`src/rtl/hex_tx_pkg.sv`:
```
// hex_tx_pkg
// Shared definitions for the ASCII hex line printer on the UART debug path:
// ASCII constants, terminator encodings, the line FSM state type and the
// helper functions used to size the digit datapath and map nibbles to ASCII.
// No ports (package).

package hex_tx_pkg;

    localparam logic [7:0] ASCII_CR         = 8'h0D;
    localparam logic [7:0] ASCII_LF         = 8'h0A;
    localparam logic [7:0] ASCII_SP         = 8'h20;
    localparam logic [7:0] ASCII_DIGIT_BASE = 8'h30;
    // 0x37 + 10 = 0x41 ('A'), so letters reuse the same add-the-nibble form.
    localparam logic [7:0] ASCII_ALPHA_BASE = 8'h37;

    localparam int TERM_CRLF = 0;
    localparam int TERM_LF   = 1;
    localparam int TERM_SP   = 2;

    typedef enum logic [1:0] {
        IDLE   = 2'd0,
        HEX    = 2'd1,
        TERM_A = 2'd2,
        TERM_B = 2'd3
    } tx_state_t;

    function automatic int nib_count(input int width);
        return (width + 3) / 4;
    endfunction

    function automatic logic [7:0] hex_ascii(input logic [3:0] nibble);
        if (nibble < 4'd10)
            return ASCII_DIGIT_BASE + {4'h0, nibble};
        else
            return ASCII_ALPHA_BASE + {4'h0, nibble};
    endfunction

endpackage

```
`src/rtl/hex_tx_fifo.sv`:
```
// hex_tx_fifo
// Synchronous WIDTH x DEPTH word FIFO feeding the hex line printer.
// Ports:
//   clock    - system clock
//   reset_n  - synchronous active-low reset (empties the FIFO)
//   push     - write wr_data this edge (ignored when full)
//   wr_data  - word to store
//   pop      - drop the head this edge (ignored when empty)
//   rd_data  - current head word
//   count    - words stored
//   full     - count == DEPTH
//   empty    - count == 0

module hex_tx_fifo #(
    parameter int WIDTH = 36,
    parameter int DEPTH = 4
) (
    input  logic                     clock,
    input  logic                     reset_n,
    input  logic                     push,
    input  logic [WIDTH-1:0]         wr_data,
    input  logic                     pop,
    output logic [WIDTH-1:0]         rd_data,
    output logic [$clog2(DEPTH):0]   count,
    output logic                     full,
    output logic                     empty
);

    localparam int AW = $clog2(DEPTH);
    localparam logic [AW:0] FULL_COUNT = (AW + 1)'(DEPTH);

    logic [WIDTH-1:0] mem [DEPTH];
    logic [AW-1:0]    wr_ptr;
    logic [AW-1:0]    rd_ptr;
    logic             do_push;
    logic             do_pop;

    assign full    = (count == FULL_COUNT);
    assign empty   = (count == '0);
    assign do_push = push && !full;
    assign do_pop  = pop && !empty;
    assign rd_data = mem[rd_ptr];

    // Pointers wrap naturally because DEPTH is a power of two; a simultaneous
    // push and pop leaves the count unchanged.
    always_ff @(posedge clock) begin
        if (!reset_n) begin
            wr_ptr <= '0;
            rd_ptr <= '0;
            count  <= '0;
        end else begin
            if (do_push)
                wr_ptr <= wr_ptr + 1'b1;
            if (do_pop)
                rd_ptr <= rd_ptr + 1'b1;
            count <= count + {{AW{1'b0}}, do_push} - {{AW{1'b0}}, do_pop};
        end
    end

    always_ff @(posedge clock) begin
        if (do_push)
            mem[wr_ptr] <= wr_data;
    end

endmodule

```
`src/rtl/hex_word_tx.sv`:
```
// hex_word_tx
// Queues WIDTH-bit words and prints each one as upper-case hex, MSB first,
// followed by a terminator, through the rs232out byte interface.
// Optional feature macro: HEX_TX_ZERO_SUPPRESS_EN (skip leading zero digits,
// always printing at least the last digit).
// Ports:
//   clock      - system clock
//   reset_n    - synchronous active-low reset
//   in_valid   - word offered
//   in_data    - word to print
//   in_ready   - FIFO can accept (count < DEPTH)
//   out_data   - ASCII byte to rs232out.transmit_data
//   out_we     - byte valid, to rs232out.we
//   out_busy   - rs232out.busy
//   fifo_count - words queued, excluding the line in progress
//   idle       - FIFO empty and FSM in IDLE

module hex_word_tx
    import hex_tx_pkg::*;
#(
    parameter int WIDTH = 36,
    parameter int DEPTH = 4,
    parameter int TERM  = 0
) (
    input  logic                   clock,
    input  logic                   reset_n,
    input  logic                   in_valid,
    input  logic [WIDTH-1:0]       in_data,
    output logic                   in_ready,
    output logic [7:0]             out_data,
    output logic                   out_we,
    input  logic                   out_busy,
    output logic [$clog2(DEPTH):0] fifo_count,
    output logic                   idle
);

    localparam int NIB  = nib_count(WIDTH);
    localparam int SR_W = NIB * 4;
    localparam int DC_W = $clog2(NIB + 1);
    localparam logic [DC_W-1:0] DC_LAST = DC_W'(1);
    localparam logic [7:0] TERM_BYTE = (TERM == TERM_CRLF) ? ASCII_CR :
                                       (TERM == TERM_LF)   ? ASCII_LF : ASCII_SP;

    tx_state_t        state, state_next;
    logic [SR_W-1:0]  sr, sr_next;
    logic [DC_W-1:0]  dc, dc_next;
    logic [WIDTH-1:0] fifo_rd_data;
    logic             fifo_pop;
    logic             fifo_full;
    logic             fifo_empty;
    logic             consume;
    logic             skip;
    logic [3:0]       top_nib;

    hex_tx_fifo #(
        .WIDTH (WIDTH),
        .DEPTH (DEPTH)
    ) u_fifo (
        .clock   (clock),
        .reset_n (reset_n),
        .push    (in_valid),
        .wr_data (in_data),
        .pop     (fifo_pop),
        .rd_data (fifo_rd_data),
        .count   (fifo_count),
        .full    (fifo_full),
        .empty   (fifo_empty)
    );

    assign in_ready = !fifo_full;
    assign idle     = (state == IDLE) && fifo_empty;
    assign consume  = out_we && !out_busy;
    assign top_nib  = sr[SR_W-1 -: 4];

`ifdef HEX_TX_ZERO_SUPPRESS_EN
    // 'leading' stays set from the pop until the first digit that will be
    // printed, so zeros after the first significant digit are never skipped.
    logic leading, leading_next;

    assign skip = leading && (top_nib == 4'h0) && (dc != DC_LAST);

    always_ff @(posedge clock) begin
        if (!reset_n)
            leading <= 1'b0;
        else
            leading <= leading_next;
    end

    always_comb begin
        leading_next = leading;
        if (state == IDLE && !fifo_empty)
            leading_next = 1'b1;
        else if (state == HEX && !skip)
            leading_next = 1'b0;
    end
`else
    assign skip = 1'b0;
`endif

    always_ff @(posedge clock) begin
        if (!reset_n) begin
            state <= IDLE;
            sr    <= '0;
            dc    <= '0;
        end else begin
            state <= state_next;
            sr    <= sr_next;
            dc    <= dc_next;
        end
    end

    // Outputs are decoded from the registered state, so out_data/out_we hold
    // steady for as long as rs232out stays busy.
    always_comb begin
        state_next = state;
        sr_next    = sr;
        dc_next    = dc;
        fifo_pop   = 1'b0;
        out_we     = 1'b0;
        out_data   = 8'h00;
        case (state)
            IDLE: begin
                if (!fifo_empty) begin
                    fifo_pop   = 1'b1;
                    sr_next    = SR_W'(fifo_rd_data);
                    dc_next    = DC_W'(NIB);
                    state_next = HEX;
                end
            end
            HEX: begin
                if (skip) begin
                    sr_next = sr << 4;
                    dc_next = dc - 1'b1;
                end else begin
                    out_we   = 1'b1;
                    out_data = hex_ascii(top_nib);
                    if (consume) begin
                        sr_next = sr << 4;
                        dc_next = dc - 1'b1;
                        if (dc == DC_LAST)
                            state_next = TERM_A;
                    end
                end
            end
            TERM_A: begin
                out_we   = 1'b1;
                out_data = TERM_BYTE;
                if (consume)
                    state_next = (TERM == TERM_CRLF) ? TERM_B : IDLE;
            end
            TERM_B: begin
                out_we   = 1'b1;
                out_data = ASCII_LF;
                if (consume)
                    state_next = IDLE;
            end
            default: state_next = IDLE;
        endcase
    end

endmodule

```
`config.mk`:
```
export PLATFORM = sky130hd
export DESIGN_NAME = hex_word_tx
export DESIGN_NICKNAME = d
export VERILOG_FILES = /design/src/rtl/hex_tx_pkg.sv /design/src/rtl/hex_tx_fifo.sv /design/src/rtl/hex_word_tx.sv
export SDC_FILE = /design/constraint.sdc
export NUM_CORES = 1
export LEC_CHECK = 0
export CORE_UTILIZATION = 50
export CTS_BUF_LIST = sky130_fd_sc_hd__clkbuf_8
export CTS_CLUSTER_DIAMETER = 40
export DETAILED_ROUTE_END_ITERATION = 6
export PLACE_DENSITY = 0.79
export SYNTH_ARGS = -nofsm -noshare
export SYNTH_HDL_FRONTEND = slang
export SYNTH_HIERARCHICAL = 1
export SYNTH_SLANG_ARGS = --single-unit
```
`constraint.sdc`:
```
create_clock -name clock -period 3.7 [get_ports clock]
set_clock_uncertainty 0.05 [all_clocks]
set_input_delay 0.925 -clock clock [delete_from_list [all_inputs] [get_ports clock]]
set_output_delay 0.925 -clock clock [all_outputs]
set_load 0.1 [all_outputs]
```
After elaboration in Yosys (flattened, before gate mapping)
Memory sizes are Yosys's and may differ from the RTL's. A register that Yosys moved wholly into a read port is not among the register bits.
Cells that the tools add are included.
{"block": "totals", "reg_bits": 49, "latchBits": 0, "ramBits": 144, "romBits": 0, "inputBits": 40, "output_inout_bits": 14, "wordCells": 59, "mem_count": 1}
{"block": "classes", "addsub": 7, "mul": 0, "n_div": 0, "order_cmp": 1, "n_eq_ne": 10, "shift": 0, "mux": 21, "bitwise": 0, "n_reduce_logical": 13}
{"memory": "u_fifo.mem", "words": 4, "width": 36, "read_ports": 1, "rd_clocked_by_memory_dff": 1, "write_ports": 1, "line": "hex_tx_fifo.sv:32", "text": "logic [WIDTH-1:0] mem [DEPTH];"}
{"cell": "36-bit two-way mux", "count": 2}
{"cell": "36-bit case mux with 2 select lines", "count": 1}
{"cell": "8-bit case mux with 3 select lines", "count": 1}
{"cell": "6-bit by 4-bit adder with 7-bit output (first input constant)", "count": 2}
{"cell": "2-bit two-way mux", "count": 7}
{"cell": "2-bit != test (second input constant)", "count": 5}
{"cell": "4-bit two-way mux", "count": 2}
{"cell": "2-bit case mux with 4 select lines", "count": 1}
{"cell": "4-bit case mux with 2 select lines", "count": 1}
{"cell": "7-bit two-way mux", "count": 1}
{"cell": "1-bit two-way mux", "count": 5}
{"cell": "5-bit AND reduction", "count": 1}
{"cell": "2-bit by 1-bit adder with 2-bit output (second input constant)", "count": 2}
{"cell": "2-bit equality test (second input constant)", "count": 2}
{"cell": "4-bit by 1-bit equality test with 1-bit output (second input constant)", "count": 1}
{"cell": "1-bit logical AND", "count": 4}
{"cell": "4-bit < comparator (second input constant)", "count": 1}
{"cell": "4-bit by 1-bit subtractor with 4-bit output (second input constant)", "count": 1}
{"cell": "3-bit by 1-bit adder with 3-bit output", "count": 1}
{"cell": "3-bit equality test (second input constant)", "count": 1}
{"cell": "1-bit logical NOT", "count": 3}
{"cell": "3-bit logical NOT", "count": 1}
{"cell": "3-bit AND reduction", "count": 1}
{"cell": "3-bit OR reduction", "count": 1}
{"cell": "4 further kinds", "count": 4}

Logic depth before layout (Yosys ltp)
{"block": "depth", "depth_word": 6, "ltp_mapped": 12, "depth_no_buf": 12}

Modules after synthesis
Netlist, hierarchy kept.
{"module": "hex_tx_fifo", "n_inst": 1, "cells_each": 238, "area_per_inst_um2": 5730.5, "seq_area_each_um2": 4504.3}
{"module": "hex_word_tx", "n_inst": 1, "cells_each": 247, "area_per_inst_um2": 2322.2, "seq_area_each_um2": 840.8}

Least setup slack after synthesis
Ideal clock, no wire load.
{"block": "synth_path", "path_kind": "register -> output", "start": "reg state[1]", "end": "out out_data[2]", "t_arrival_ps": 3431, "required_time_ps": 2725, "slack_ps": -706, "path_stages_with_launch": 8, "n_path_buf": 3, "cell_sequence": "dfxtp_1 > inv_1 > ha_1 > buf_6 > buf_6 > buf_2 > nand2_1 > o31ai_1"}
{"block": "synth_via", "elab_chain_cells": 2, "word_cells_on_any_way": 4, "cone_classes": "eq/ne: 3; mux: 1"}
{"element": "start: declaration", "line": "hex_word_tx.sv:44", "text": "tx_state_t state, state_next;"}
{"element": "start signal: assignment", "line": "hex_word_tx.sv:106", "text": "state <= state_next;"}
{"element": "2-bit equality test / 2-bit by 1-bit equality test with 1-bit output (equally long branches)", "line": "hex_word_tx.sv:121", "text": "case (state)"}
{"element": "8-bit case mux with 3 select lines *", "line": "hex_word_tx.sv:121"}
{"element": "end: declaration", "line": "hex_word_tx.sv:30", "text": "output logic [7:0] out_data,"}
Every way passes the cells marked *; elsewhere a longest branch is shown, timed or not.

Worst setup path in the final report
{"block": "layout_path", "start": "reg state[0]", "end": "out out_data[1]"}
Same word-level chain as after synthesis.

==> summary.md <==
| Metric | Value |
|---|---|
| Post-synthesis share of cell area spent on and, or, nand and nor gates | 0.0382 |
| Register-to-Register Setup Slack | 0.92 ns |
| Static leakage | 3.01 nW |
| Main area contributors after synthesis | sky130_fd_sc_hd__edfxtp_1 54%, sky130_fd_sc_hd__dfxtp_1 13%, sky130_fd_sc_hd__mux4_2 8.4%, sky130_fd_sc_hd__mux2i_1 4.5%, sky130_fd_sc_hd__a211oi_1 3.2% |
| HPWL after detailed placement | 9100 µm |
| Synth Area per Inst | 16.6 µm² |
| Number of buffers on the longest clock path | 2 |
| Synth unique cells | 54 |
| Skew-Pair Late Insertion Delay | 0.46 ns |
| Pin count of the biggest net entering global routing | 43 |
| CP Class | reg2out |
| Number of port buffers | 52 |
| Peak supply drop | 399 µV |
| Post-synthesis adder-cell area fraction | 0.0242 |
| GRT Util Overall | 0.194 |
| Async SR Flop Fraction | 0 |
| Total via count after detailed routing | 4301 |
| Gp weighted congestion | 0.790 |
| Proportion of synthesized area in mux cells | 0.150 |
| Data required time of the critical path | 2.72 ns |
| Most used flip-flop cell after synthesis | sky130_fd_sc_hd__edfxtp_1 |
| ANT cells | 0 |
| Worst reg2reg endpoint | sr[4] |
| Smallest setup slack after layout | 0.489 ns |
| Wirelength, routed | 14900 µm |
| Unrepaired setup endpoints after global routing | false |
| Pre-CTS setup slack | 0.607 ns |
| Starting utilization of the core area | 0.509 |
| CP startpoint | state[0] |
| Cells resized by post-CTS repair | 0 |
| Violation count after the first detailed-routing iteration | 336 |
| Final hold violations | 0 |
| Core area | 15800 µm² |
| Final core utilization | 0.577 |
| Leading cell type by number of instances after synthesis | sky130_fd_sc_hd__edfxtp_1 |
| Max Clk Rate | 311 MHz |
| Crit end category | output port |
| Slowest-stage cell, CP | sky130_fd_sc_hd__dfxtp_1 |
| Final Setup Violations | 0 |
| Reg area | 5350 µm² |
| # Post-CTS Setup Buffers | 0 |
| Clock root cell | sky130_fd_sc_hd__clkbuf_8 |
| Setup crit end | out_data[1] |
| Vias per cell | 5.61 |
| FF+latch count, synth | 195 |
| First-pass iteration count of the detailed router | 4 |
| Antenna violations before repair | 0 |
| Xor-xnor portion of the synthesized cell area | 0.00435 |
| Longest individual stage delay on the worst path | 0.42 ns |
| Share of the yosys chip area belonging to registers | 0.664 |
| Final routed wire length divided by cell count | 19.4 µm |
| Combinational family with the most area after synthesis | multiplexers |
| Max-Cap Viols | 0 |
| Number of fill cells in the layout | 1200 |
| Cell area after synthesis | 8050 µm² |
| Horiz. Die Dim | 129 µm |
| Area grow syn2layout | 13.3% |
| WP data arrival | 2.24 ns |
| Worst r2r src | state[1] |
| Portion of synthesized cell area occupied by the leading cell type | 0.537 |
| Cell taking the most area after synthesis | sky130_fd_sc_hd__edfxtp_1 |
| H-tree depth | 4 |
| Number of buffers added to fix hold violations after cts | 0 |
| Vias in the first global route | 4424 |
| Power per cell area | 790 nW/µm² |
| First-pass GRT wire length | 23600 µm |
| Min-Delay Path Class | reg2reg |
| Number of primary I/O pins | 54 |
| Max Transition Viols Final | 0 |
| Die Outline Area | 16600 µm² |
| Relative max-transition margin | 0.407 |
| Final antenna-violating net count | 0 |
| Count of nets after finishing | 592 |
| Clk pin slew, worst setup/hold paths | 0.10 ns |
| Total negative setup slack | 0 ns |
| Height of the chip | 129 µm |
| Count of non-filler cells in the finished layout | 766 |
| GRT overflow | 0 |
| Syn_nets | 540 |
| Count of unresolved DRC violations after routing | 0 |
| Startpoint type of the worst setup path | register |
| Multi-input gate area in the final layout | 2420 µm² |
| Cells after synthesis | 485 |
| Number of buffers inserted during clock tree synthesis | 17 |
| Run status | finished, final reports clean |
| Final period utilization | 0.868 |
| Slew at the pin closest to its max-slew limit | 0.887 ns |
| Worst reg-to-reg path cell count | 7 |
| Cell row count | 46 |
| Min Clock Period, post-route | 3.21 ns |
| Area fraction in compound gates after synthesis | 0.0831 |
| Clock sink total | 195 |
| CP max FO | 8 |
| Number of placed cells counting well taps | 734 |
| Hold-critical path depth | 2 |
| Most frequent cells after synthesis | 144 x sky130_fd_sc_hd__edfxtp_1, 51 x sky130_fd_sc_hd__dfxtp_1, 36 x sky130_fd_sc_hd__mux2i_1 |
| Count of warnings emitted by yosys | 6 |
| Cell Chain, Critical Path | inv_1 -> ha_1 -> nand2b_1 -> a211oi_1 -> a21o_1 -> buf_4 |
| TritonCTS clock tree | built |
| Fraction of final layout cells with drive strength greater than 1 | 0.184 |
| Number of enable-type register cells in the synthesized netlist | 144 |
## worst min-delay path by stage
| stage | start | endpoint | slack, ns |
|---|---|---|---|
| finish | sr[0] | sr[0] | 0.43 |
| global route | sr[0] | sr[0] | 0.45 |
| CTS | sr[0] | sr[0] | 0.43 |
| detailed placement | sr[0] | sr[0] | 0.42 |
| global placement | sr[0] | sr[0] | 0.40 |
| floorplan | sr[0] | sr[0] | 0.39 |
## logic make-up after synthesis
kind of cell    after synthesis
simple gates                 52
buf+inv                      50
compound gates               95
mux                          73
xor+xnor                      4
fa+ha+maj                    15
flops                       195
other cells                   1
## cells in the final DEF, fill, tap and decap left out, types with 6 or more instances in the layout
master / count
sky130_fd_sc_hd__a31oi_1: 32
sky130_fd_sc_hd__a21oi_1: 6
sky130_fd_sc_hd__clkdlybuf4s50_1: 39
sky130_fd_sc_hd__inv_1: 16
sky130_fd_sc_hd__buf_4: 27
sky130_fd_sc_hd__clkbuf_8: 17
sky130_fd_sc_hd__edfxtp_1: 144
sky130_fd_sc_hd__nand2_1: 17
sky130_fd_sc_hd__mux4_2: 30
sky130_fd_sc_hd__mux2i_1: 36
sky130_fd_sc_hd__ha_1: 13
sky130_fd_sc_hd__and2_1: 6
sky130_fd_sc_hd__dfxtp_1: 50
sky130_fd_sc_hd__nor2b_1: 6
sky130_fd_sc_hd__a211oi_1: 34
sky130_fd_sc_hd__mux4_1: 6
## report_power, final
group	total (W)	switching [W]	leakage, nW	internal (W)
Clock	0.00141	0.000739	0.205	0.000674
Sequential	0.00296	0.000237	1.74	0.00272
Combinational	0.00284	0.00174	1.06	0.00110
## metal layers
metal	share of wire	track usage	wire (µm)
met4	0.015	0.0740	219
met2	0.53	0.336	7840
met1	0.41	0.243	6060
met5	0	0	0
met3	0.049	0.0374	730
## worst max-delay path: cells and delay by family (launching register included)
family / cells / cell delay (ns)
AND/OR/NAND/NOR: 1 / 0.23
adder cells (fa/ha/maj): 1 / 0.32
AO/OA/AOI/OAI: 2 / 0.40
buffers and inverters: 2 / 0.40
flip-flops: 1 / 0.42
## cell type report
type                       count  area share
multi-input combinational    240       0.266
tap                          216      0.0296
clock buffer                  17      0.0256
clock inverter                15      0.0196
inverter                      16     0.00658
sequential                   195       0.586
timing repair buffer          67      0.0672
## through the flow
stage	total power, W	hold slack, ns	cell area, µm²
final	0.00721	0.430	9130
after global routing	0.00760	0.454	9130
after CTS	0.00725	0.431	9130
after detailed placement	0.00585	0.418	8710
after global placement	0.00572	0.402	8710
after floorplan	0.00524	0.394	8060
## state kept, by name (all words and copies together), names as in the netlist, named ones only
signal         cells
u_fifo/mem       144
sr                36
dc                 4
u_fifo/count       3
state              2
u_fifo/rd_ptr      2
u_fifo/wr_ptr      2
Power figures use the tool's default switching activity.
